File: src/rtl/rc_channel_filter_decoder.sv
// Per-channel RC pulse decoder: centring, polarity, moving-average filter,
// tri-state deadzone/hysteresis decode and signal-loss watchdog with failsafe.
module rc_channel_filter_decoder #(
  parameter int K_NCHAN    = 4,
  parameter int K_RES      = 10,
  parameter int K_AVG_LOG2 = 2,
  parameter int K_TO_WIDTH = 16
) (
  input  logic                       i_clk,
  input  logic                       i_rst_n,
  input  logic                       i_timebase,
  input  logic [K_NCHAN-1:0]         i_cap_done,
  input  logic [K_NCHAN*K_RES-1:0]   i_cap_value,
  input  logic [K_NCHAN-1:0]         i_polarity,
  input  logic [K_RES-2:0]           i_deadzone,
  input  logic [K_RES-2:0]           i_hyst,
  input  logic [K_TO_WIDTH-1:0]      i_timeout,
  output logic [K_NCHAN*K_RES-1:0]   o_analog,
  output logic [K_NCHAN-1:0]         o_dig_pos,
  output logic [K_NCHAN-1:0]         o_dig_neg,
  output logic [K_NCHAN-1:0]         o_valid,
  output logic [K_NCHAN-1:0]         o_update,
  output logic [K_NCHAN-1:0]         o_lost,
  output logic                       o_failsafe
);

  localparam int D  = 1 << K_AVG_LOG2;
  localparam int SW = K_RES + K_AVG_LOG2;
  localparam int PW = (K_AVG_LOG2 > 0) ? K_AVG_LOG2 : 1;
  localparam int FW = K_AVG_LOG2 + 1;
  localparam logic signed [K_RES-1:0] MAXV = {1'b0, {(K_RES-1){1'b1}}};
  localparam logic signed [K_RES-1:0] MINV = {1'b1, {(K_RES-1){1'b0}}};

  typedef enum logic [1:0] {ST_NEUTRAL, ST_POS, ST_NEG} state_t;

  logic [K_RES-1:0] w_tsum;
  logic [K_RES-2:0] w_thresh;
  logic             r_failsafe;

  always_comb begin
    w_tsum   = {1'b0, i_deadzone} + {1'b0, i_hyst};
    w_thresh = w_tsum[K_RES-1] ? '1 : w_tsum[K_RES-2:0];
  end

  for (genvar g = 0; g < K_NCHAN; g++) begin : g_ch
    logic signed [K_RES-1:0]  w_raw, w_c, w_f;
    logic signed [K_RES-1:0]  r_buf [D];
    logic signed [SW-1:0]     r_sum, w_sum_nxt;
    logic [PW-1:0]            r_ptr, w_ptr_nxt;
    logic [FW-1:0]            r_fill, w_fill_nxt;
    logic [K_TO_WIDTH-1:0]    r_cnt;
    logic [K_RES-2:0]         w_mag;
    logic                     w_pos_entry, w_neg_entry, w_expire;
    state_t                   r_state, w_state_nxt;
    logic signed [K_RES-1:0]  r_analog;
    logic                     r_valid, r_update, r_lost;

    always_comb begin
      w_raw = {~i_cap_value[g*K_RES+K_RES-1], i_cap_value[g*K_RES +: K_RES-1]};
      if (i_polarity[g]) w_c = (w_raw == MINV) ? MAXV : -w_raw;
      else               w_c = w_raw;

      w_sum_nxt = r_sum - SW'(r_buf[r_ptr]) + SW'(w_c);
      w_f       = K_RES'(w_sum_nxt >>> K_AVG_LOG2);
      if (w_f == MINV)          w_mag = '1;
      else if (w_f[K_RES-1])    w_mag = (K_RES-1)'(-w_f);
      else                      w_mag = w_f[K_RES-2:0];

      w_pos_entry = !w_f[K_RES-1] && (w_f != '0) && (w_mag >= w_thresh);
      w_neg_entry =  w_f[K_RES-1] && (w_mag >= w_thresh);

      w_state_nxt = r_state;
      case (r_state)
        ST_NEUTRAL: if (w_pos_entry) w_state_nxt = ST_POS;
                    else if (w_neg_entry) w_state_nxt = ST_NEG;
        ST_POS:     if (w_neg_entry) w_state_nxt = ST_NEG;
                    else if (w_f[K_RES-1] || (w_f == '0) || (w_mag < i_deadzone))
                      w_state_nxt = ST_NEUTRAL;
        ST_NEG:     if (w_pos_entry) w_state_nxt = ST_POS;
                    else if (!w_f[K_RES-1] || (w_mag < i_deadzone))
                      w_state_nxt = ST_NEUTRAL;
        default:    w_state_nxt = ST_NEUTRAL;
      endcase

      w_ptr_nxt  = (r_ptr == PW'(D-1)) ? '0 : r_ptr + 1'b1;
      w_fill_nxt = (r_fill == FW'(D)) ? r_fill : r_fill + 1'b1;
      // A capture in the same cycle always wins over expiry.
      w_expire   = (i_timeout != '0) && (r_cnt >= i_timeout) && !i_cap_done[g];
    end

    always_ff @(posedge i_clk or negedge i_rst_n) begin
      if (!i_rst_n) begin
        for (int unsigned i = 0; i < D; i++) r_buf[i] <= '0;
        r_sum    <= '0;
        r_ptr    <= '0;
        r_fill   <= '0;
        r_cnt    <= '0;
        r_state  <= ST_NEUTRAL;
        r_analog <= '0;
        r_valid  <= 1'b0;
        r_update <= 1'b0;
        r_lost   <= 1'b1;
      end else begin
        r_update <= 1'b0;
        if (i_cap_done[g])                   r_cnt <= '0;
        else if (i_timebase && r_cnt != '1)  r_cnt <= r_cnt + 1'b1;

        if (i_cap_done[g]) begin
          r_buf[r_ptr] <= w_c;
          r_sum        <= w_sum_nxt;
          r_ptr        <= w_ptr_nxt;
          r_fill       <= w_fill_nxt;
          r_analog     <= w_f;
          r_state      <= w_state_nxt;
          r_valid      <= (w_fill_nxt == FW'(D));
          r_update     <= 1'b1;
          r_lost       <= 1'b0;
        end else if (w_expire) begin
          for (int unsigned i = 0; i < D; i++) r_buf[i] <= '0;
          r_sum    <= '0;
          r_ptr    <= '0;
          r_fill   <= '0;
          r_analog <= '0;
          r_state  <= ST_NEUTRAL;
          r_valid  <= 1'b0;
          r_lost   <= 1'b1;
        end
      end
    end

    assign o_analog[g*K_RES +: K_RES] = r_analog;
    assign o_dig_pos[g] = (r_state == ST_POS) && r_valid;
    assign o_dig_neg[g] = (r_state == ST_NEG) && r_valid;
    assign o_valid[g]   = r_valid;
    assign o_update[g]  = r_update;
    assign o_lost[g]    = r_lost;
  end

  always_ff @(posedge i_clk or negedge i_rst_n) begin
    if (!i_rst_n) r_failsafe <= 1'b1;
    else          r_failsafe <= |o_lost;
  end

  assign o_failsafe = r_failsafe;

endmodule
File: config.mk
export PLATFORM = sky130hd
export DESIGN_NAME = rc_channel_filter_decoder
export DESIGN_NICKNAME = d
export VERILOG_FILES = /design/src/rtl/rc_channel_filter_decoder.sv
export SDC_FILE = /design/constraint.sdc
export NUM_CORES = 1
export LEC_CHECK = 0
export ABC_AREA = 0
export BUFFER_PORTS_ARGS = -buffer_cell sky130_fd_sc_hd__buf_2
export CORE_MARGIN = 2
export CORE_UTILIZATION = 55
export CTS_CLUSTER_DIAMETER = 30
export DETAILED_ROUTE_END_ITERATION = 6
export PLACE_DENSITY = 0.73
export SETUP_SLACK_MARGIN = 0.4
export SYNTH_ARGS = -nofsm -noshare
export SYNTH_HDL_FRONTEND = slang
export SYNTH_SLANG_ARGS = --single-unit
export TNS_END_PERCENT = 100
File: constraint.sdc
create_clock -name i_clk -period 7.8 [get_ports i_clk]
set_clock_uncertainty 0.2 [all_clocks]
set_input_delay 1.56 -clock i_clk [delete_from_list [all_inputs] [get_ports i_clk]]
set_output_delay 1.56 -clock i_clk [all_outputs]
set_load 0.1 [all_outputs]
==> metrics.txt <==
root buf cell=clkbuf_16; die height=209.9 um; Final nets=3269; Core Box Area=41850 um2; Most used DFF post-synth=dfrtp_1; Worst Hold Path Cells=2; hold_sp=g_ch[0].r_lost$_DFFE_PN1N_; DR DRC count=0; FF-to-FF path depth=25; Critical Path Source Type=primary input; FF-to-FF Start=g_ch[3].r_ptr[0]$_DFFE_PN0N_; Tcrit/Tclk final=0.9560; # diodes=0; crit path from=i_cap_value[1]; crit-path max FO=4; gr usage total=0.2916; number of synthesized flops with an enable pin=0; Final Hold Viols=0; top post-synthesis cells by area=dfrtp_1, ha_1, nand2_1; setup TNS=0 ns; ys async rst share=1.000; PortBufs=145; total congestion overflow=0; Syn Inst Count=2608; Routability Congestion=0.9046; CTS tree=done; placement row count=75; dpl hpwl=44630 um; fmax=0.1341 GHz; first-pass GRT wire length=104500 um; DR WL/cell=18.12 um; ratio of cells with drive above 1 in the final layout=0.2397; Ys Warns=0; top cell type by total area after synthesis=dfrtp_1; most frequent CP cell=buf_4; worst-margin pin slew=1.013 ns; Hold Crit Class=reg -> reg; CTS Buf Count=81; Syn Area/Cell=8.938 um2; Pre-Repair DR Iteration Count=6; final setup violation count=0; drt via density=5.956; status=completed; H-tree depth=3; Clock Path Buffers=3; relative slew slack=0.3247; CP max stage cell=fa_1; worst skew pair latency=0.63 ns; Yosys top cell area share=0.3306; clk sinks=313; minimum clock period=7.457 ns; die width=209.9 um; CP required=8.13 ns; Clock transition at path regs=0.04 ns; crit end category=register; Post-Synthesis Cell Area=23310 um2; RSZ-0062 raised after global routing=true; DRT iter0 DRCs=1736; P&R area growth vs syn=25.00%; DRT antenna net count=0; max-slew violations=0; hold_buf cts=0; Setup CP Type=in -> reg; initial antenna violation count=1; synthesis-stage register bit count=313; CP Data Arrival Time=7.79 ns; Syn Nets=2967; Worst path max stage delay=0.47 ns; synth unique cells=91; Starting Density=0.5570; via count=20930; number of top-level pins=146; fillers=3123; area of the die=44050 um2; number of global-route vias before repair=21180; final wirelength=63660 um; Seq/Total Area, Yosys=0.3363; largest net degree at the start of global routing=152; max_cap viols=0
## per-stage QoR
step	cells	utilization	hold slack, ns	setup slack (ns)	cell area [um2]
2_1_floorplan	2608	-	0.2460	-0.2341	23600
3_3_place_gp	3331	0.6132	0.2567	-0.3419	25660
3_5_place_dp	3331	0.6132	0.2624	-0.5908	25660
4_1_cts	3498	0.6868	0.2744	0.3405	28740
5_1_grt	3514	0.6962	0.2871	0.06926	29140
6_report	3514	0.6962	0.2803	0.3428	29140
## Yosys cell counts, drive strengths merged (25+ instances only)
library cell  number
nand2            340
dfrtp            308
ha               229
o21ai            212
nor2             187
inv              179
nand3            120
a21oi            109
o22ai             92
clkbuf            76
buf               73
xnor2             56
xor2              56
fa                45
a21o              42
mux4              40
nor3              40
or3               36
nand2b            29
nand4             29
o21a              27
and3              25
## final cells by class
type,instances,area (um2),share of cell area
multi-input cells,1965,14630,0.5020
well taps,539,674.4,0.02314
clock inverters,39,530.5,0.01821
inverters,181,714.4,0.02452
repair buffers,368,2460,0.08442
clock buffers,109,2293,0.07871
flip-flops and latches,313,7839,0.2690
## critical path: cells and delay by family
family	cells	cell delay [ns]
AO/OA/AOI/OAI	9	1.33
adder cells (fa/ha/maj)	4	1.10
buffers and inverters	8	0.84
AND/OR/NAND/NOR	14	2.93
## worst paths after layout
path	to	slack (ns)
min reg2reg	g_ch[0].r_lost$_DFFE_PN1N_	0.28
max	g_ch[0].r_state[0]$_DFFE_PN0P_	0.34
min in group asynchronous	g_ch[0].r_buf[28]$_DFFE_PN0P_	0.74
max in group asynchronous	g_ch[0].r_buf[5]$_DFFE_PN0P_	5.17
max reg2reg	g_ch[3].r_state[1]$_DFFE_PN0P_	1.41
min	g_ch[0].r_lost$_DFFE_PN1N_	0.28
## layer usage
layer  share of wire  GRT usage
met1            0.42     0.3760
met5               0          0
met3           0.061    0.04384
met4           0.036     0.1313
met2            0.48     0.4880
## logic make-up (layout without fill, tap and decap cells)
| group | count (synthesis) | count (layout) | synth area share |
|---|---|---|---|
| AOI/OAI and AO/OA | 634 | 634 | 0.1729 |
| DFF | 313 | 313 | 0.3363 |
| buffers and inverters | 330 | 697 | 0.06333 |
| xor gates and xnor gates | 112 | 112 | 0.04240 |
| adders and majority gates | 274 | 274 | 0.1616 |
| and+or+nand+nor | 890 | 890 | 0.1784 |
| muxes | 55 | 55 | 0.04519 |
## cells in the final DEF (no fill, tap or decap), drive strengths merged, types with 12 or more instances in the layout
cell and instances:
a211oi 13, fa 45, o31ai 21, inv 183, clkbuf 109, nor3 40, o22ai 92, mux4 40
o21a 27, o21ai 212, dfrtp 308, xor2 56, nand2 340, nand4 29, a21o 42, clkinv 22
nor2b 16, nor2 187, o2bb2ai 14, nand2b 29, or3 36, buf 368, nand3 120, nor4 12
xnor2 56, a21oi 109, and3 25, a31o 24, ha 229, mux2i 13
## registers in the layout (all words and copies together) (netlist names)
signal	cells
g_ch.r_buf	160
g_ch.r_cnt	64
g_ch.r_fill	12
g_ch.r_lost	4
g_ch.r_ptr	8
g_ch.r_state	8
g_ch.r_sum	48
g_ch.r_update	4
g_ch.r_valid	4
o_failsafe	1
## repair_timing
item                       CTS  global route
setup endpoints to repair    4             8
gates resized for setup     26            68
buffers inserted            19            16
pin swaps                   36            37
Power is left out: the tool's default activity adds up to more than one toggle a clock period on the data nets, which glitch-free logic cannot reach.
